==> config.mk <==
export PLATFORM = sky130hd
export DESIGN_NAME = aes_host_port
export DESIGN_NICKNAME = d
export VERILOG_FILES = /design/src/rtl/aes_port_pkg.sv /design/src/rtl/aes_host_port.sv
export SDC_FILE = /design/constraint.sdc
export NUM_CORES = 1
export LEC_CHECK = 0
export CAP_MARGIN = 20
export CORE_UTILIZATION = 40
export DETAILED_ROUTE_END_ITERATION = 10
export GPL_ROUTABILITY_DRIVEN = 0
export PLACE_DENSITY = 0.79
export SLEW_MARGIN = 20
export SYNTH_ARGS = -nofsm -noshare
export SYNTH_HDL_FRONTEND = slang
export SYNTH_SLANG_ARGS = --single-unit
export TNS_END_PERCENT = 5
==> constraint.sdc <==
create_clock -name clk -period 4.12 [get_ports clk]
set_input_delay 0.618 -clock clk [delete_from_list [all_inputs] [get_ports clk]]
set_output_delay 0.618 -clock clk [all_outputs]
set_load 0.01 [all_outputs]
==> src/rtl/aes_port_pkg.sv <==
// Shared types and helpers for the aes_128 host byte-stream port.
package aes_port_pkg;

   typedef enum logic [1:0] {
      S_IDLE   = 2'd0,
      S_LOAD   = 2'd1,
      S_WAIT   = 2'd2,
      S_UNLOAD = 2'd3
   } port_state_t;

   localparam int FRAME_BYTES = 32;
   localparam int BLOCK_BYTES = 16;

   // Byte n of a 128-bit block, MSB first, starts at this LSB.
   function automatic logic [6:0] byte_lsb(input logic [4:0] idx);
      return 7'd120 - {idx[3:0], 3'b000};
   endfunction

endpackage

==> src/rtl/aes_host_port.sv <==
// Byte-stream front end for aes_128: 32-byte key+plaintext in, 16-byte ciphertext out.
// Optional AES_PORT_KEYHOLD_EN adds in_keyhold for 16-byte plaintext-only frames.
module aes_host_port
   import aes_port_pkg::*;
#(
   parameter int LATENCY = 21,
   parameter int CNT_W   = 5
) (
   input  logic         clk,
   input  logic         rst,
   input  logic [7:0]   in_data,
   input  logic         in_valid,
   input  logic         in_first,
`ifdef AES_PORT_KEYHOLD_EN
   input  logic         in_keyhold,
`endif
   output logic         in_ready,
   output logic [7:0]   out_data,
   output logic         out_valid,
   output logic         out_last,
   input  logic         out_ready,
   output logic [127:0] aes_key,
   output logic [127:0] aes_state,
   input  logic [127:0] aes_out,
   output logic         busy,
   output logic         frame_err
);

   port_state_t r_state, w_state_nxt;

   logic [CNT_W-1:0] r_byte_cnt;
   logic [CNT_W-1:0] r_lat_cnt;
   logic [3:0]       r_out_idx;
   logic [127:0]     r_key;
   logic [127:0]     r_pt;
   logic [127:0]     r_cap;
   logic             r_err;

   logic       w_acc;
   logic       w_start;
   logic       w_store;
   logic       w_err_nxt;
   logic       w_lat_done;
   logic       w_out_acc;
   logic       w_hold;
   logic [4:0] w_idx;
   logic [6:0] w_in_lsb;

`ifdef AES_PORT_KEYHOLD_EN
   assign w_hold = in_keyhold;
`else
   assign w_hold = 1'b0;
`endif

   assign in_ready   = (r_state == S_IDLE) || (r_state == S_LOAD);
   assign w_acc      = in_valid && in_ready;
   assign w_start    = w_acc && in_first;
   assign w_lat_done = (r_state == S_WAIT) &&
                       (r_lat_cnt == CNT_W'(LATENCY - 1));
   assign w_out_acc  = (r_state == S_UNLOAD) && out_ready;

   // A keyhold frame starts at byte 16 so only the plaintext half is written.
   assign w_idx    = w_start ? {w_hold, 4'd0} : r_byte_cnt[4:0];
   assign w_in_lsb = byte_lsb(w_idx);

   always_comb begin
      w_state_nxt = r_state;
      w_store     = 1'b0;
      w_err_nxt   = 1'b0;
      unique case (r_state)
         S_IDLE: begin
            if (w_acc) begin
               if (in_first) begin
                  w_store     = 1'b1;
                  w_state_nxt = S_LOAD;
               end else begin
                  w_err_nxt = 1'b1;
               end
            end
         end
         S_LOAD: begin
            if (w_acc) begin
               w_store   = 1'b1;
               w_err_nxt = in_first;
               if (!in_first &&
                   r_byte_cnt == CNT_W'(FRAME_BYTES - 1))
                  w_state_nxt = S_WAIT;
            end
         end
         S_WAIT: begin
            if (w_lat_done)
               w_state_nxt = S_UNLOAD;
         end
         S_UNLOAD: begin
            if (w_out_acc && r_out_idx == 4'(BLOCK_BYTES - 1))
               w_state_nxt = S_IDLE;
         end
         default: w_state_nxt = S_IDLE;
      endcase
   end

   always_ff @(posedge clk or negedge rst) begin
      if (!rst)
         r_state <= S_IDLE;
      else
         r_state <= w_state_nxt;
   end

   always_ff @(posedge clk or negedge rst) begin
      if (!rst) begin
         r_byte_cnt <= '0;
         r_lat_cnt  <= '0;
         r_out_idx  <= '0;
         r_key      <= '0;
         r_pt       <= '0;
         r_cap      <= '0;
         r_err      <= 1'b0;
      end else begin
         r_err <= w_err_nxt;
         if (w_store) begin
            if (w_idx[4])
               r_pt[w_in_lsb +: 8] <= in_data;
            else
               r_key[w_in_lsb +: 8] <= in_data;
            r_byte_cnt <= CNT_W'(w_idx) + CNT_W'(1);
         end
         if (r_state == S_WAIT)
            r_lat_cnt <= r_lat_cnt + CNT_W'(1);
         else
            r_lat_cnt <= '0;
         if (w_lat_done)
            r_cap <= aes_out;
         if (r_state != S_UNLOAD)
            r_out_idx <= '0;
         else if (w_out_acc)
            r_out_idx <= r_out_idx + 4'd1;
      end
   end

   assign out_valid = (r_state == S_UNLOAD);
   assign out_last  = out_valid && (r_out_idx == 4'(BLOCK_BYTES - 1));
   assign out_data  = out_valid ? r_cap[byte_lsb({1'b0, r_out_idx}) +: 8]
                                : 8'h00;
   assign aes_key   = r_key;
   assign aes_state = r_pt;
   assign busy      = (r_state == S_WAIT) || (r_state == S_UNLOAD);
   assign frame_err = r_err;

endmodule
==> results by group <==
Outcome
  • Status: finished with violations
  • Failing checks: design-rule violations

Yosys
  • Post-Synth Adder-Cell Area: 0.00824
  • Most common cell in the netlist: dfrtp_1
  • Yosys top cell by area: dfrtp_1
  • Synth cell types: 48
  • Synth Net Count: between 1k and 1.5k
  • Mux contribution to synthesized area: 0.315
  • Syn_area_per_cell: 15.5 um^2
  • Seq cells post-synth: ~400
  • Synth Area in Simple Gates: 0.0410
  • Synth top area share: 0.601
  • Top FF cell, synth: dfrtp_1
  • Synth Area in XOR/XNOR: 0.00367
  • Compound-Gate Fraction of Synth Area: 0.0136
  • Ys Warns: 0
  • Number of flops mapped to enable cells by yosys: 0
  • Largest family of logic cells by synthesized area: multiplexers
  • Syn Std Cell Area: 16700 um^2
  • Gate count of the mapped netlist: 1078
  • Seq/Total Area, Yosys: 0.601
  • Main area contributors after synthesis: dfrtp_1 (60%), mux2_2 (25%), mux4_2 (4.3%)
  • Commonest cells post-synth: dfrtp_1 (401), mux2_2 (375), clkbuf_1 (57)
  • Post-synth ARST share: 1.00

Clocking
  • TritonCTS clock tree: done
  • Clock sink count: 401
  • CTS clk-pin slew, worst paths: 0.06 ns
  • Post CTS Setup Buffer Count: 0
  • Num CTS Buffers: 44
  • CTS Buffer Depth: 3
  • Htree depth: 2
  • CTS Hold Bufs: 0
  • CTS root buf: clkbuf_16
  • Clk Latency, worst-skew pair: about 0.58 ns
  • PostCTS Resize Cnt: 0

Route
  • Iteration-0 DRC Markers: 674
  • Drt drc: 112
  • Initial DRT Pass Iterations: 10
  • Vias: approximately 11k
  • WL per Instance: 22.4 um
  • Routed wire length: 46200 um
  • Final ANT Viol Nets: 0
  • Via/cell ratio: 5.22

Critical path
  • R2r endpoint: aes_key[117]
  • R2R depth: 10
  • WS Path Type: register to register
  • Flop2flop setup slack: 0.45 ns
  • Reg2reg start: r_state[1]
  • Worst setup path end: aes_key[117]
  • Crit path capture type: register
  • Worst endpoint data arrival time: 4.12 ns
  • Worst-path fanout max: 13
  • Worst Setup SP: r_state[1]
  • Req. time, crit path: 4.57 ns
  • CP Launch Type: register

Timing
  • Sum of negative setup slack: 0 ns
  • Final-report hold violation count: 0
  • Fmax: 0.273 GHz
  • Period utilization: 0.891
  • Setup Viol. Count Final: 0
  • Setup repair after global routing missed its margin: false
  • Min cycle time layout: 3.67 ns
  • Measured slew at the worst slew-check pin: 1.09 ns
  • Final Max Slew Viols: 0
  • Rel. slew slack: 0.271
  • Setup Skew: ~0.024 ns

Power and ir drop
  • Max VDD drop: between 0.0003 and 0.0004 V
  • Power Total: 12.3 mW
  • Lkg Pwr: 10.3 nW
  • Power per Cell Area: 533 nW/um^2

Floorplan
  • Die Ht: approximately 210 um
  • Rows: 74
  • Core area: between 40000 and 50000 um^2
  • Initial Util: 0.407
  • Ports: 410
  • Full die area: 42600 um^2
  • Chip width: just over 200 um

Global routing
  • GRT overflow: 0
  • Largest net degree at the start of global routing: 91
  • Antenna violations before repair: 7
  • Vias in the first global route: 11.5k
  • First-pass GRT wire length: 69400 um
  • Global Route Usage Sum: 0.218

Layout
  • Layout cells sized above 1: 0.352
  • Area delta synth->final: 37.9%
  • Nets@finish: approximately 1.6k
  • Final Util: 0.562

Job
  • Max Cap Violations: 0

Hold path
  • Tightest Hold Check Type: input pin to async pin

Place
  • Port Buf Inserts: 409
  • HPWL Detailed: 32100 um
-- sequential cells by signal, indices dropped and copies added (netlist names) --
signal	count
aes_key	128
r_lat_cnt	5
r_state	2
aes_state	128
r_out_idx	4
frame_err	1
r_cap	128
r_byte_cnt	5
-- how the worst min path moves through the flow --
stage                            start            to  slack, ns
after global placement    r_lat_cnt[0]  r_lat_cnt[0]       0.47
after detailed placement  r_lat_cnt[0]  r_lat_cnt[0]       0.47
after global routing               rst  aes_key[109]       0.14
after floorplan                    rst    aes_key[0]       0.32
after CTS                          rst  r_out_idx[2]       0.11
final                              rst  aes_key[109]       0.08
-- cells in the final DEF, fill, tap and decap left out, types with 3 or more instances in the layout --
master / netlist / final
clkdlybuf4s50_1: 0 / 408
dfrtp_1: 401 / 400
mux2_2: 375 / 375
clkbuf_16: 0 / 46
nand2_1: 33 / 33
mux4_2: 32 / 32
buf_4: 0 / 23
mux2i_1: 18 / 18
and2_1: 15 / 15
and3_1: 14 / 14
nor2_1: 13 / 13
ha_1: 11 / 11
o22ai_1: 9 / 9
clkbuf_8: 0 / 9
mux2_4: 8 / 8
clkbuf_1: 57 / 8
diode_2: 0 / 7
inv_1: 7 / 7
nor2_4: 7 / 7
nor2b_1: 6 / 6
bufinv_16: 0 / 6
o21ai_0: 5 / 5
or2_2: 5 / 4
nand3_1: 4 / 4
xor2_1: 4 / 4
nand4_1: 4 / 4
clkinv_2: 0 / 4
clkinvlp_4: 0 / 4
buf_12: 0 / 4
xnor2_1: 3 / 3
nand4b_1: 3 / 3
nor2_2: 3 / 3
a21oi_1: 3 / 3
-- stage by stage --
step,worst slack (ns),hold WS (ns),cell area (um^2),instances
2_1_floorplan,0.978,0.322,16700,1078
3_3_place_gp,0.326,0.467,21500,1980
3_5_place_dp,0.189,0.473,21500,1980
4_1_cts,0.461,0.111,23000,2059
5_1_grt,0.119,0.145,23000,2064
6_report,0.451,0.0798,23000,2066
-- metal layers --
layer,wire (um),GRT usage,share of wire
met1,18800,0.274,0.41
met5,0,0,0
met4,1770,0.105,0.038
met3,3640,0.0596,0.079
met2,22000,0.348,0.48
-- critical path, cell delays in order (launching register included) --
cell and delay, ns:
dfrtp_1 0.39, inv_1 0.09, ha_1 0.21, o211ai_2 0.49
and2_4 0.27, ha_1 0.33, and2_1 0.27, a31oi_1 0.11
o22ai_1 0.54, nand2_1 0.45, mux2_2 0.41
-- kinds of logic after synthesis --
group,after synthesis
adder cells (fa/ha/maj),11
AND/OR/NAND/NOR,118
buffers and inverters,74
flip-flops,401
multiplexers,435
AO/OA/AOI/OAI,32
XOR/XNOR,7
-- report_power, final --
| part | internal (mW) | total, mW | switching [mW] |
|---|---|---|---|
| clock | 2.58 | 4.20 | 1.62 |
| sequential | 4.45 | 4.78 | 0.333 |
| combinational | 1.70 | 3.28 | 1.58 |
| total | 8.73 | 12.3 | 3.54 |
-- cell type report --
class                           count  area, um^2
Antenna cell                        7        17.5
Fill cell                        3271       18000
Tap cell                          532         666
Inverter                            8        30.0
Sequential cell                   401       10000
Clock inverter                     16         255
Multi-Input combinational cell    603        6380
Timing Repair Buffer              436        4350
Clock buffer                       63        1310
(Power assumes the default switching activity.)
